**src/rtl/ecp5pll_phase_stepper.sv**
```systemverilog
// ecp5pll_phase_stepper: sequences ECP5 PLL dynamic phase-shift steps
// (select/direction setup, step pulse, gap) and tracks each output's
// phase position modulo one full turn.
module ecp5pll_phase_stepper #(
  parameter int setup_cyc  = 2,
  parameter int pulse_cyc  = 2,
  parameter int gap_cyc    = 4,
  parameter int out0_steps = 8,
  parameter int out1_steps = 8,
  parameter int out2_steps = 8,
  parameter int out3_steps = 8
) (
  input  logic        clk_i,
  input  logic        reset,
  input  logic        req_valid,
  output logic        req_ready,
  input  logic [1:0]  req_sel,
  input  logic        req_dir,
  input  logic [7:0]  req_count,
  output logic        done,
  output logic        busy,
  output logic [1:0]  phasesel,
  output logic        phasedir,
  output logic        phasestep,
  output logic        phaseloadreg,
  input  logic        locked,
  output logic [39:0] phase_pos
);
  localparam int NUM_LANES = 4;
  localparam int POS_W     = 10;

  function automatic int lane_steps(input int n);
    case (n)
      0:       return out0_steps;
      1:       return out1_steps;
      2:       return out2_steps;
      default: return out3_steps;
    endcase
  endfunction

  typedef enum logic [2:0] {IDLE, SETUP, PULSE, GAP, DONE} st_t;

  st_t        st, st_nx;
  logic [7:0] cnt, rem;
  logic [1:0] lk;
  logic       lock_s;
  logic       acc, step_last;
  logic       ready_d, busy_d, done_d, step_d;
  logic [NUM_LANES-1:0][POS_W-1:0] pos;

  assign lock_s       = lk[1];
  assign acc          = req_valid && req_ready;
  assign step_last    = (st == PULSE) && (cnt == 8'(pulse_cyc - 1));
  assign phaseloadreg = 1'b0;
  assign phase_pos    = pos;

  // two-flop synchronizer for the asynchronous PLL lock flag
  always_ff @(posedge clk_i or posedge reset)
    if (reset) lk <= '0;
    else       lk <= {lk[0], locked};

  // state register
  always_ff @(posedge clk_i or posedge reset)
    if (reset) st <= IDLE;
    else       st <= st_nx;

  // next-state logic; SETUP never releases a step while unlocked
  always_comb begin
    st_nx = st;
    case (st)
      IDLE:  if (acc) st_nx = (req_count == 8'd0) ? DONE : SETUP;
      SETUP: if (lock_s && cnt == 8'(setup_cyc - 1)) st_nx = PULSE;
      PULSE: if (step_last) st_nx = GAP;
      GAP:   if (cnt == 8'(gap_cyc - 1)) st_nx = (rem == 8'd0) ? DONE : SETUP;
      DONE:  st_nx = IDLE;
      default: st_nx = IDLE;
    endcase
  end

  // output decode from next state so every output comes straight off a flop
  always_comb begin
    ready_d = (st_nx == IDLE);
    busy_d  = (st_nx != IDLE);
    done_d  = (st_nx == DONE);
    step_d  = (st_nx == PULSE);
  end

  // registered handshake/status/step outputs
  always_ff @(posedge clk_i or posedge reset)
    if (reset) begin
      req_ready <= 1'b0;
      busy      <= 1'b0;
      done      <= 1'b0;
      phasestep <= 1'b0;
    end else begin
      req_ready <= ready_d;
      busy      <= busy_d;
      done      <= done_d;
      phasestep <= step_d;
    end

  // in-state cycle counter; setup restarts while unlocked so select/dir
  // always see a full setup window of locked time before the pulse
  always_ff @(posedge clk_i or posedge reset)
    if (reset) cnt <= '0;
    else if (st_nx != st || st == IDLE || (st == SETUP && !lock_s)) cnt <= '0;
    else cnt <= cnt + 8'd1;

  // request latch: select/dir held for the whole request, remaining steps
  always_ff @(posedge clk_i or posedge reset)
    if (reset) begin
      phasesel <= '0;
      phasedir <= 1'b0;
      rem      <= '0;
    end else if (acc) begin
      phasesel <= req_sel;
      phasedir <= req_dir;
      rem      <= req_count;
    end else if (step_last) begin
      rem      <= rem - 8'd1;
    end

  // per-output phase position, modulo that output's steps per turn
  for (genvar g = 0; g < NUM_LANES; g++) begin : g_lane
    localparam logic [POS_W-1:0] LAST = POS_W'(lane_steps(g) - 1);
    always_ff @(posedge clk_i or posedge reset)
      if (reset) pos[g] <= '0;
      else if (step_last && phasesel == 2'(g)) begin
        if (phasedir) pos[g] <= (pos[g] == '0)  ? LAST : pos[g] - 10'd1;
        else          pos[g] <= (pos[g] == LAST) ? '0  : pos[g] + 10'd1;
      end
  end

endmodule

```
**config.mk**
```make
export PLATFORM = sky130hd
export DESIGN_NAME = ecp5pll_phase_stepper
export DESIGN_NICKNAME = d
export VERILOG_FILES = /design/src/rtl/ecp5pll_phase_stepper.sv
export SDC_FILE = /design/constraint.sdc
export NUM_CORES = 1
export LEC_CHECK = 0
export ABC_AREA = 1
export BUFFER_PORTS_ARGS = -buffer_cell sky130_fd_sc_hd__buf_2
export CAP_MARGIN = 40
export CELL_PAD_IN_SITES_DETAIL_PLACEMENT = 1
export CELL_PAD_IN_SITES_GLOBAL_PLACEMENT = 1
export CORE_AREA = 2 2 122 100
export CTS_BUF_LIST = sky130_fd_sc_hd__clkbuf_16
export CTS_CLUSTER_DIAMETER = 50
export DETAILED_ROUTE_END_ITERATION = 8
export DIE_AREA = 0 0 124 102
export PLACE_DENSITY_LB_ADDON = 0.08
export SLEW_MARGIN = 20
export SYNTH_ARGS = -nofsm -noshare
export SYNTH_HDL_FRONTEND = slang
export SYNTH_SLANG_ARGS = --single-unit
```
**constraint.sdc**
```tcl
create_clock -name clk_i -period 6 [get_ports clk_i]
set_clock_uncertainty 0.05 [all_clocks]
set_input_delay 1.2 -clock clk_i [delete_from_list [all_inputs] [get_ports clk_i]]
set_output_delay 1.2 -clock clk_i [all_outputs]
set_load 0.02 [all_outputs]
```
==> results.toml, run 1 <==
[outcome]
status = "finished clean"

[route]
via_per_inst = 5.21
ant_nets = 0
first_pass_iters = 4
remaining_drc_errors = 0
vias = 5169
wl_um = 15000
drt-wirelength-per-cell_um = 15.1
drt_iter0_markers = 195

[timing]
hold_violations = 0
fmax_mhz = 364
drv_slew = 0
setup_violations = 0
slew_headroom = 0.474
fin_tns_setup_ns = 0
post-route-min-period_ns = 2.75
period_share = 0.458
tightestPinTransition_ns = 0.789
grt_setup_unrepaired = "no"

[logic_synthesis]
syn_area_per_cell_um2 = 6.42
synth_nets = 812
synth-seq-cells = 68
synth_cell_type_count = 30
netlist_area_mm2 = 0.00504
synthFlopType = "dfrtp_1"
synth_edf_count = 0
yosys_warnings = 0
postSynthCellCount = 785
ys_async_sr_fraction = 1.00
seq_area_frac_synth = 0.338

[clock_tree]
ctsHoldBuffers = 0
cts.clk_slew.worst_paths_ns = 0.06
post_cts_buffers = 0
cts_tree = "done"
clkSinkCount = 68
clk_latency_ns = 0.34
ctsRootBufferMaster = "clkbuf_16"
cts.htree.levels = 3
clockBufferDepth = 2
cts-resized-gates = 0
numCtsBuffers = 9

[placement]
port_buffers = 61
dp_cells = 977
dpl-instance-area_mm2 = 0.00547
hpwl_um = 11300
place.gp.congestion = 0.916

[finish]
finalNetCount = 867
final_layout_size_suffix_gt1_frac = 0.109
stdcell_count = 993
final_util = 0.507
final_cell_mix = "nand2_1, nor2_1, inv_1"
final_common_cell = "nand2_1"
area_delta_synth_final_pct = 14.6
n_antenna_cell = 0
stdcell_area_mm2 = 0.00577

[worst_hold_path]
hp-class = "reg2reg"
hold_path_startpoint = "lk[0]"

[critical_path]
start_kind = "flop"
rrSetupSlack_ns = 3.33
cp.buffers_inverters = 1
path_depth = 1
crit_path_top_delay_cell = "dfrtp_1"
slowest_delay_ns = 0.85
reg2reg_to = "phase_pos[13]"
crit_chain = "buf_2"
cp-endpoint = "phasedir"
crit_arrival_ns = 1.50
reg2reg_depth = 7
startpoint = "phasedir"
path_delay_family = "flip-flops"
cp-end-kind = "output pin"
r2r_start = "phasedir"
critPathRequiredTime_ns = 4.75
path_max_fanout = 21
critPathKind = "reg2out"

[power_and_ir_drop]
p_leak_nw = 3.13
power_per_cell_area_mw_per_mm2 = 523
ir_worst_vdd_mv = 0.224

[global_routing]
gr-total-overflow = 0
antenna_found_initial = 0
grt_pass1_wl_um = 25200
grt_max_degree = 48
grtUsageTotal = 0.251
grt_pass1_vias = 5112

[floorplanning]
die_h_um = 102
start_util = 0.442
num_rows = 35
dieArea_mm2 = 0.0126
io_pins = 63
core_area_mm2 = 0.0114
die_x_um = 124

[flow_run]
maxCapViolations = 0
==> sequential cells by signal, summed over array words and instances (netlist names) <==
name,flops
phasesel,2
cnt,8
st,3
phasestep,1
phase_pos,40
done,1
rem,8
req_ready,1
phasedir,1
busy,1
lk,2
==> how the worst min path moves through the flow <==
stage,endpoint,slack (ns),cells past startpoint
after floorplan,lk[1],0.28,0
after global routing,lk[1],0.32,0
after detailed placement,lk[1],0.30,0
after global placement,lk[1],0.29,0
after CTS,lk[1],0.31,0
final,lk[1],0.32,0
==> cell usage after synthesis, drive strengths merged, types with 11 or more instances <==
library cell  count  area, um^2
o21ai            41         209
inv              83         312
dfrtp            68        1700
xnor2            11        96.3
nand4            21         131
ha               12         150
xor2             28         245
nor3             11         100
nand3            65         325
buf              13        73.8
nand2           299        1130
nor2            106         410
==> where the power goes <==
part / total (mW) / internal [mW] / leakage [nW] / switching [mW]
Clock: 0.544 / 0.323 / 0.140 / 0.221
Combinational: 1.61 / 0.541 / 2.09 / 1.07
Sequential: 0.858 / 0.594 / 0.897 / 0.265
==> worst register-to-register path, stage by stage, from the launching register on <==
cell      delay [ns]
dfrtp_1         0.85
clkinv_1        0.68
buf_4           0.43
a21oi_1         0.29
nand2_1         0.09
nand2_1         0.07
nand2_1         0.04
o21ai_0         0.08
==> per-layer routing <==
metal | routed length, um | vias to the layer above | part of all wire | global-route usage
met5 | 0 | - | 0 | 0
met4 | 146 | 0 | 0.0097 | 0.0631
met3 | 395 | 12 | 0.026 | 0.0419
met2 | 7130 | 70 | 0.47 | 0.412
met1 | 7340 | 2506 | 0.49 | 0.347
li1 | - | 2581 | - | -
==> stage by stage <==
stage               setup slack, ns  hold WS, ns  power, mW
finish                         3.25        0.317       3.02
global route                   3.00        0.325       3.31
CTS                            3.23        0.314       3.03
detailed placement             3.24        0.300       2.47
global placement               3.33        0.289       2.38
floorplan                      3.04        0.281       2.01
==> final cells by class <==
class                      count  area (um^2)
inverter                      84          315
tap                          148          185
sequential                    68         1700
clock inverter                 7         75.1
clock buffer                   9          225
multi-input combinational    613         2920
timing repair buffer          64          348
fill                        1564         5620
==> cells by family (layout without fill, tap and decap cells) <==
family                   Yosys count  count (layout)  share of synthesized area
adder cells (fa/ha/maj)           12              12                     0.0298
buffers and inverters            104             164                     0.0825
AO/OA/AOI/OAI                     58              58                     0.0631
flip-flops                        68              68                      0.338
other                              1               1                   0.000744
XOR/XNOR                          39              39                     0.0678
AND/OR/NAND/NOR                  503             503                      0.418
(Power assumes the default switching activity.)
==> run 2, diff against run 1 <==
- ABC_AREA: 1 -> 0
- CORE_AREA: 2 2 122 100 -> 2 2 125 103
- DIE_AREA: 0 0 124 102 -> 0 0 127 105
- clock period: 6 -> 2.3 ns (I/O delays scaled with it)
==> results.toml, run 2 <==
[outcome]
status = "finished clean"

[timing]
grt_setup_unrepaired = "no"
drv_slew = 0
fmax_mhz = 452
hold_violations = 0
slew_headroom = 0.592
period_share = 0.961
setup_slack_ns = 0.0897
post-route-min-period_ns = 2.21
tightestPinTransition_ns = 0.608
holdWs_ns = 0.0995
setup_violations = 0
fin_tns_setup_ns = 0

[critical_path]
cp-end-kind = "flop"
path_max_fanout = 5
reg2reg_depth = 7
critPathRequiredTime_ns = 2.49
cp-endpoint = "phase_pos[8]"
rrSetupSlack_ns = 0.09
r2r_start = "phase_pos[0]"
start_kind = "flop"
crit_arrival_ns = 2.40
critPathKind = "reg2reg"
reg2reg_to = "phase_pos[8]"
startpoint = "phase_pos[0]"

[logic_synthesis]
synth_top_cell_by_area = "dfrtp_1"
synthTopCellsByArea = "dfrtp_1, nor2_1, o31ai_1"
netlist_area_mm2 = 0.00473
synth_nets = 579
synthFlopType = "dfrtp_1"
seq_area_frac_synth = 0.360
postSynthCellCount = 552
yosys_warnings = 0
syn_area_per_cell_um2 = 8.57
synth_cell_type_count = 73
synth_edf_count = 0
synth.most_common_cell = "dfrtp_1"
synth-seq-cells = 68
yosys-top-cells-count = "dfrtp_1, nor2_1, nand2_1, o21ai_0, a21oi_1"
synth_top_area_share = 0.360
ys_async_sr_fraction = 1.00

[route]
ant_nets = 0
drt_iter0_markers = 274
first_pass_iters = 4
wl_um = 14700
remaining_drc_errors = 0
drt-wirelength-per-cell_um = 18.2
via_per_inst = 5.77
vias = 4654

[global_routing]
grtUsageTotal = 0.230
gr-total-overflow = 0
grt_max_degree = 44
grt_pass1_vias = 4810
grt_pass1_wl_um = 24800
antenna_found_initial = 0

[placement]
port_buffers = 61
place.gp.congestion = 0.857
pre_cts_slack_ns = 0.0610
dp_cells = 788
hpwl_um = 10700

[finish]
area_delta_synth_final_pct = 24.7
finalNetCount = 677
final-seq-area_mm2 = 0.00170
final_common_cell = "dfrtp_1"
final_layout_size_suffix_gt1_frac = 0.264
largest_register_ffs = 40
multi_input_area_mm2 = 0.00282
stdcell_count = 807
num-fill-cells = 1422
n_antenna_cell = 0
final_cell_mix = "dfrtp_1, nor2_1, buf_2"
final_util = 0.492

[power_and_ir_drop]
ir_worst_vdd_mv = 0.660
power_frac_clock = 0.170
power_frac_seq = 0.227
combPwrFrac = 0.603
p_leak_nw = 2.55
p_int_mw = 4.55
p_sw_mw = 4.09
power_per_cell_area_mw_per_mm2 = 1460
swShare = 0.473

[floorplanning]
start_util = 0.395
core_area_mm2 = 0.0120
dieArea_mm2 = 0.0133
die_x_um = 127
io_pins = 63
die_h_um = 105
num_rows = 36

[clock_tree]
ctsHoldBuffers = 0
cts_tree = "done"
cts.htree.levels = 3
clkSinkCount = 68
numCtsBuffers = 9
cts.clk_slew.worst_paths_ns = 0.06
clockBufferDepth = 2
ctsRootBufferMaster = "clkbuf_16"
clk_latency_ns = 0.35

[flow_run]
maxCapViolations = 0

[worst_hold_path]
hp-class = "in2async"
-- run 2: final cells by class --
class / instances / share of cell area
Multi-Input combinational cell: 430 / 0.479
Clock inverter: 7 / 0.0138
Clock buffer: 9 / 0.0382
Tap cell: 152 / 0.0323
Sequential cell: 68 / 0.289
Inverter: 19 / 0.0121
Timing Repair Buffer: 122 / 0.136
-- run 2: power groups by stage --
stage	clock [mW]	sequential, mW	combinational, mW
after floorplan	0	2.33	2.98
after global placement	0	1.95	4.87
after detailed placement	0	1.98	5.03
after CTS	1.51	1.96	5.07
after global routing	1.56	2.03	5.75
final	1.47	1.96	5.20
-- run 2: kinds of logic after synthesis --
kind of cell    count (synthesis)  synth area share
compound gates                160             0.240
xor+xnor                       21            0.0389
fa+ha+maj                      12            0.0318
buf+inv                        54            0.0492
flops                          68             0.360
mux                             6            0.0138
other cells                     1          0.000793
simple gates                  230             0.265
-- run 2: repair_timing --
item,4_1_cts,5_1_grt
resized for setup,0,8
endpoints found under the setup margin,0,22
buffers inserted,0,3
-- run 2: critical path, stage by stage, from the launching register on --
cell	delay [ns]
dfrtp_1	0.38
inv_1	0.08
ha_2	0.19
or4b_4	0.52
or4_4	0.44
nand2_1	0.08
o31ai_1	0.06
a221o_1	0.30
-- run 2: worst min path at each step --
stage / to / cells past startpoint
floorplan: lk[1] / 0
global placement: lk[1] / 0
detailed placement: lk[1] / 0
CTS: phase_pos[9] / 2
global route: cnt[6] / 2
finish: phase_pos[9] / 2
-- run 2: per-layer routing --
layer  vias up  track usage  part of all wire
met1      2298        0.329              0.51
met2        86        0.349              0.44
met5         -            0                 0
met4         0       0.0542             0.011
met3        13       0.0568             0.034
li1       2257            -                 -
-- run 2: through the flow --
step	total power, mW	area, um^2
after floorplan	5.30	4730
after global placement	6.82	5540
after global routing	9.34	5890
after CTS	8.54	5840
after detailed placement	7.01	5540
final	8.63	5890
==> run 3, diff against run 2 <==
- ABC_AREA: 0 -> 1
- CORE_AREA: 2 2 125 103 -> 2 2 134 110
- DIE_AREA: 0 0 127 105 -> 0 0 136 112
==> results.toml, run 3 (synthesized netlist as in run 1, its figures left out) <==
[route]
drt_iter0_markers = 180
m1WireLength_um = 7640
highest_layer = "met4"
ant_nets = 0
remaining_drc_errors = 0
wl_met3_um = 523
vias = 5173
first_pass_iters = 4
via_per_inst = 4.99
wl_um = 15700
drt-wirelength-per-cell_um = 15.2
met2_length_um = 7410

[global_routing]
grtUsageTotal = 0.219
gr-total-overflow = 0
grt_pass1_wl_um = 26400
grt_pass1_vias = 5372
grt_max_degree = 58
antenna_found_initial = 0

[floorplanning]
start_util = 0.361
dieArea_mm2 = 0.0152
die_x_um = 136
die_h_um = 112
core_area_mm2 = 0.0140
num_rows = 39
io_pins = 63

[finish]
area_delta_synth_final_pct = 16.7
stdcell_count = 1037
finalNetCount = 875
final_common_cell = "nand2_1"
final_cell_mix = "nand2_1, nor2_1, inv_1"
stdcell_area_mm2 = 0.00588
largest_register_ffs = 40
final_layout_size_suffix_gt1_frac = 0.115
final_util = 0.421
n_antenna_cell = 0

[clock_tree]
cts.htree.levels = 3
cts.clk_slew.worst_paths_ns = 0.06
clk_latency_ns = 0.34
post_cts_buffers = 0
cts-resized-gates = 0
numCtsBuffers = 9
clockBufferDepth = 2
cts_tree = "done"
ctsRootBufferMaster = "clkbuf_16"
ctsHoldBuffers = 0
clkSinkCount = 68

[timing]
period_share = 0.847
post-route-min-period_ns = 1.95
drv_slew = 0
setup_slack_ns = 0.352
hold_violations = 0
grt_setup_unrepaired = "no"
holdWs_ns = 0.0156
setup_violations = 0
fin_tns_setup_ns = 0
fmax_mhz = 513

[power_and_ir_drop]
power_per_cell_area_mw_per_mm2 = 1360
total_power_mw = 8.02
ir_worst_vdd_mv = 0.520
p_leak_nw = 3.18

[critical_path]
start_kind = "flop"
crit_chain = "inv_1 -> ha_1 -> nand2_2 -> nor2_4 -> nand2_4 -> nor3_4 -> inv_2 -> nand2_1 -> nand2_1"
crit_path_top_delay_cell = "nor3_4"
crit_arrival_ns = 2.13
rrSetupSlack_ns = 0.35
slowest_delay_ns = 0.39
path_delay_family = "simple AND/OR/NAND/NOR gates"
cp.buffers_inverters = 2
crit_path_frequent_cell = "nand2_1"
critPathRequiredTime_ns = 2.48
critPathKind = "reg2reg"
path_max_fanout = 11
cp-end-kind = "flop"

[placement]
dp_cells = 1021
dpl-instance-area_mm2 = 0.00557
port_buffers = 61
place.gp.congestion = 0.848
hpwl_um = 11900
pre_cts_slack_ns = 0.133

[outcome]
status = "finished clean"

[worst_hold_path]
hp-class = "in2async"

[flow_run]
maxCapViolations = 0
[run 3: changes by cell type in the layout (fill, tap and decap cells not counted), moves of 26 or more]
cell | before | now
nand2_1 | 37 | 297
inv_1 | 17 | 82
buf_4 | 58 | 10
nor2_1 | 62 | 103
nand3_1 | 25 | 65
a21oi_1 | 32 | 6
[run 3: path summary, 6_finish.rpt]
kind | from | end | cells after the start
max in group asynchronous | reset | phase_pos[23] | 3
setup / recovery | cnt[1] | phase_pos[9] | 9
setup reg to reg | cnt[1] | phase_pos[9] | 9
min in group clk_i | locked | lk[0] | 1
hold reg to reg | lk[0] | lk[1] | 0
hold / removal | reset | lk[0] | 2
[run 3: area by class of cell]
class                   count  area [um^2]
inverters                  84          315
flip-flops and latches     68         1700
repair buffers             72          400
well taps                 184          230
fillers                  1883         8080
multi-input cells         613         2920
clock buffers               9          225
clock inverters             7         83.8
[run 3: worst register-to-register path, stage by stage, from the launching register on]
cell and delay (ns):
dfrtp_1 0.38, inv_1 0.08, ha_1 0.16, nand2_2 0.07, nor2_4 0.17, nand2_4 0.15, nor3_4 0.39, inv_2 0.21
nand2_1 0.11, nand2_1 0.06
[run 3: power by group]
part | total (mW) | internal, mW | switching [mW]
registers | 2.15 | 1.55 | 0.597
clock network | 1.48 | 0.936 | 0.548
logic | 4.39 | 1.47 | 2.92
total | 8.02 | 3.95 | 4.06
[run 3: per-layer routing]
metal / vias up / track usage
met5: - / 0
met2: 62 / 0.357
met4: 0 / 0.0493
met1: 2505 / 0.294
met3: 15 / 0.0519
li1: 2591 / -
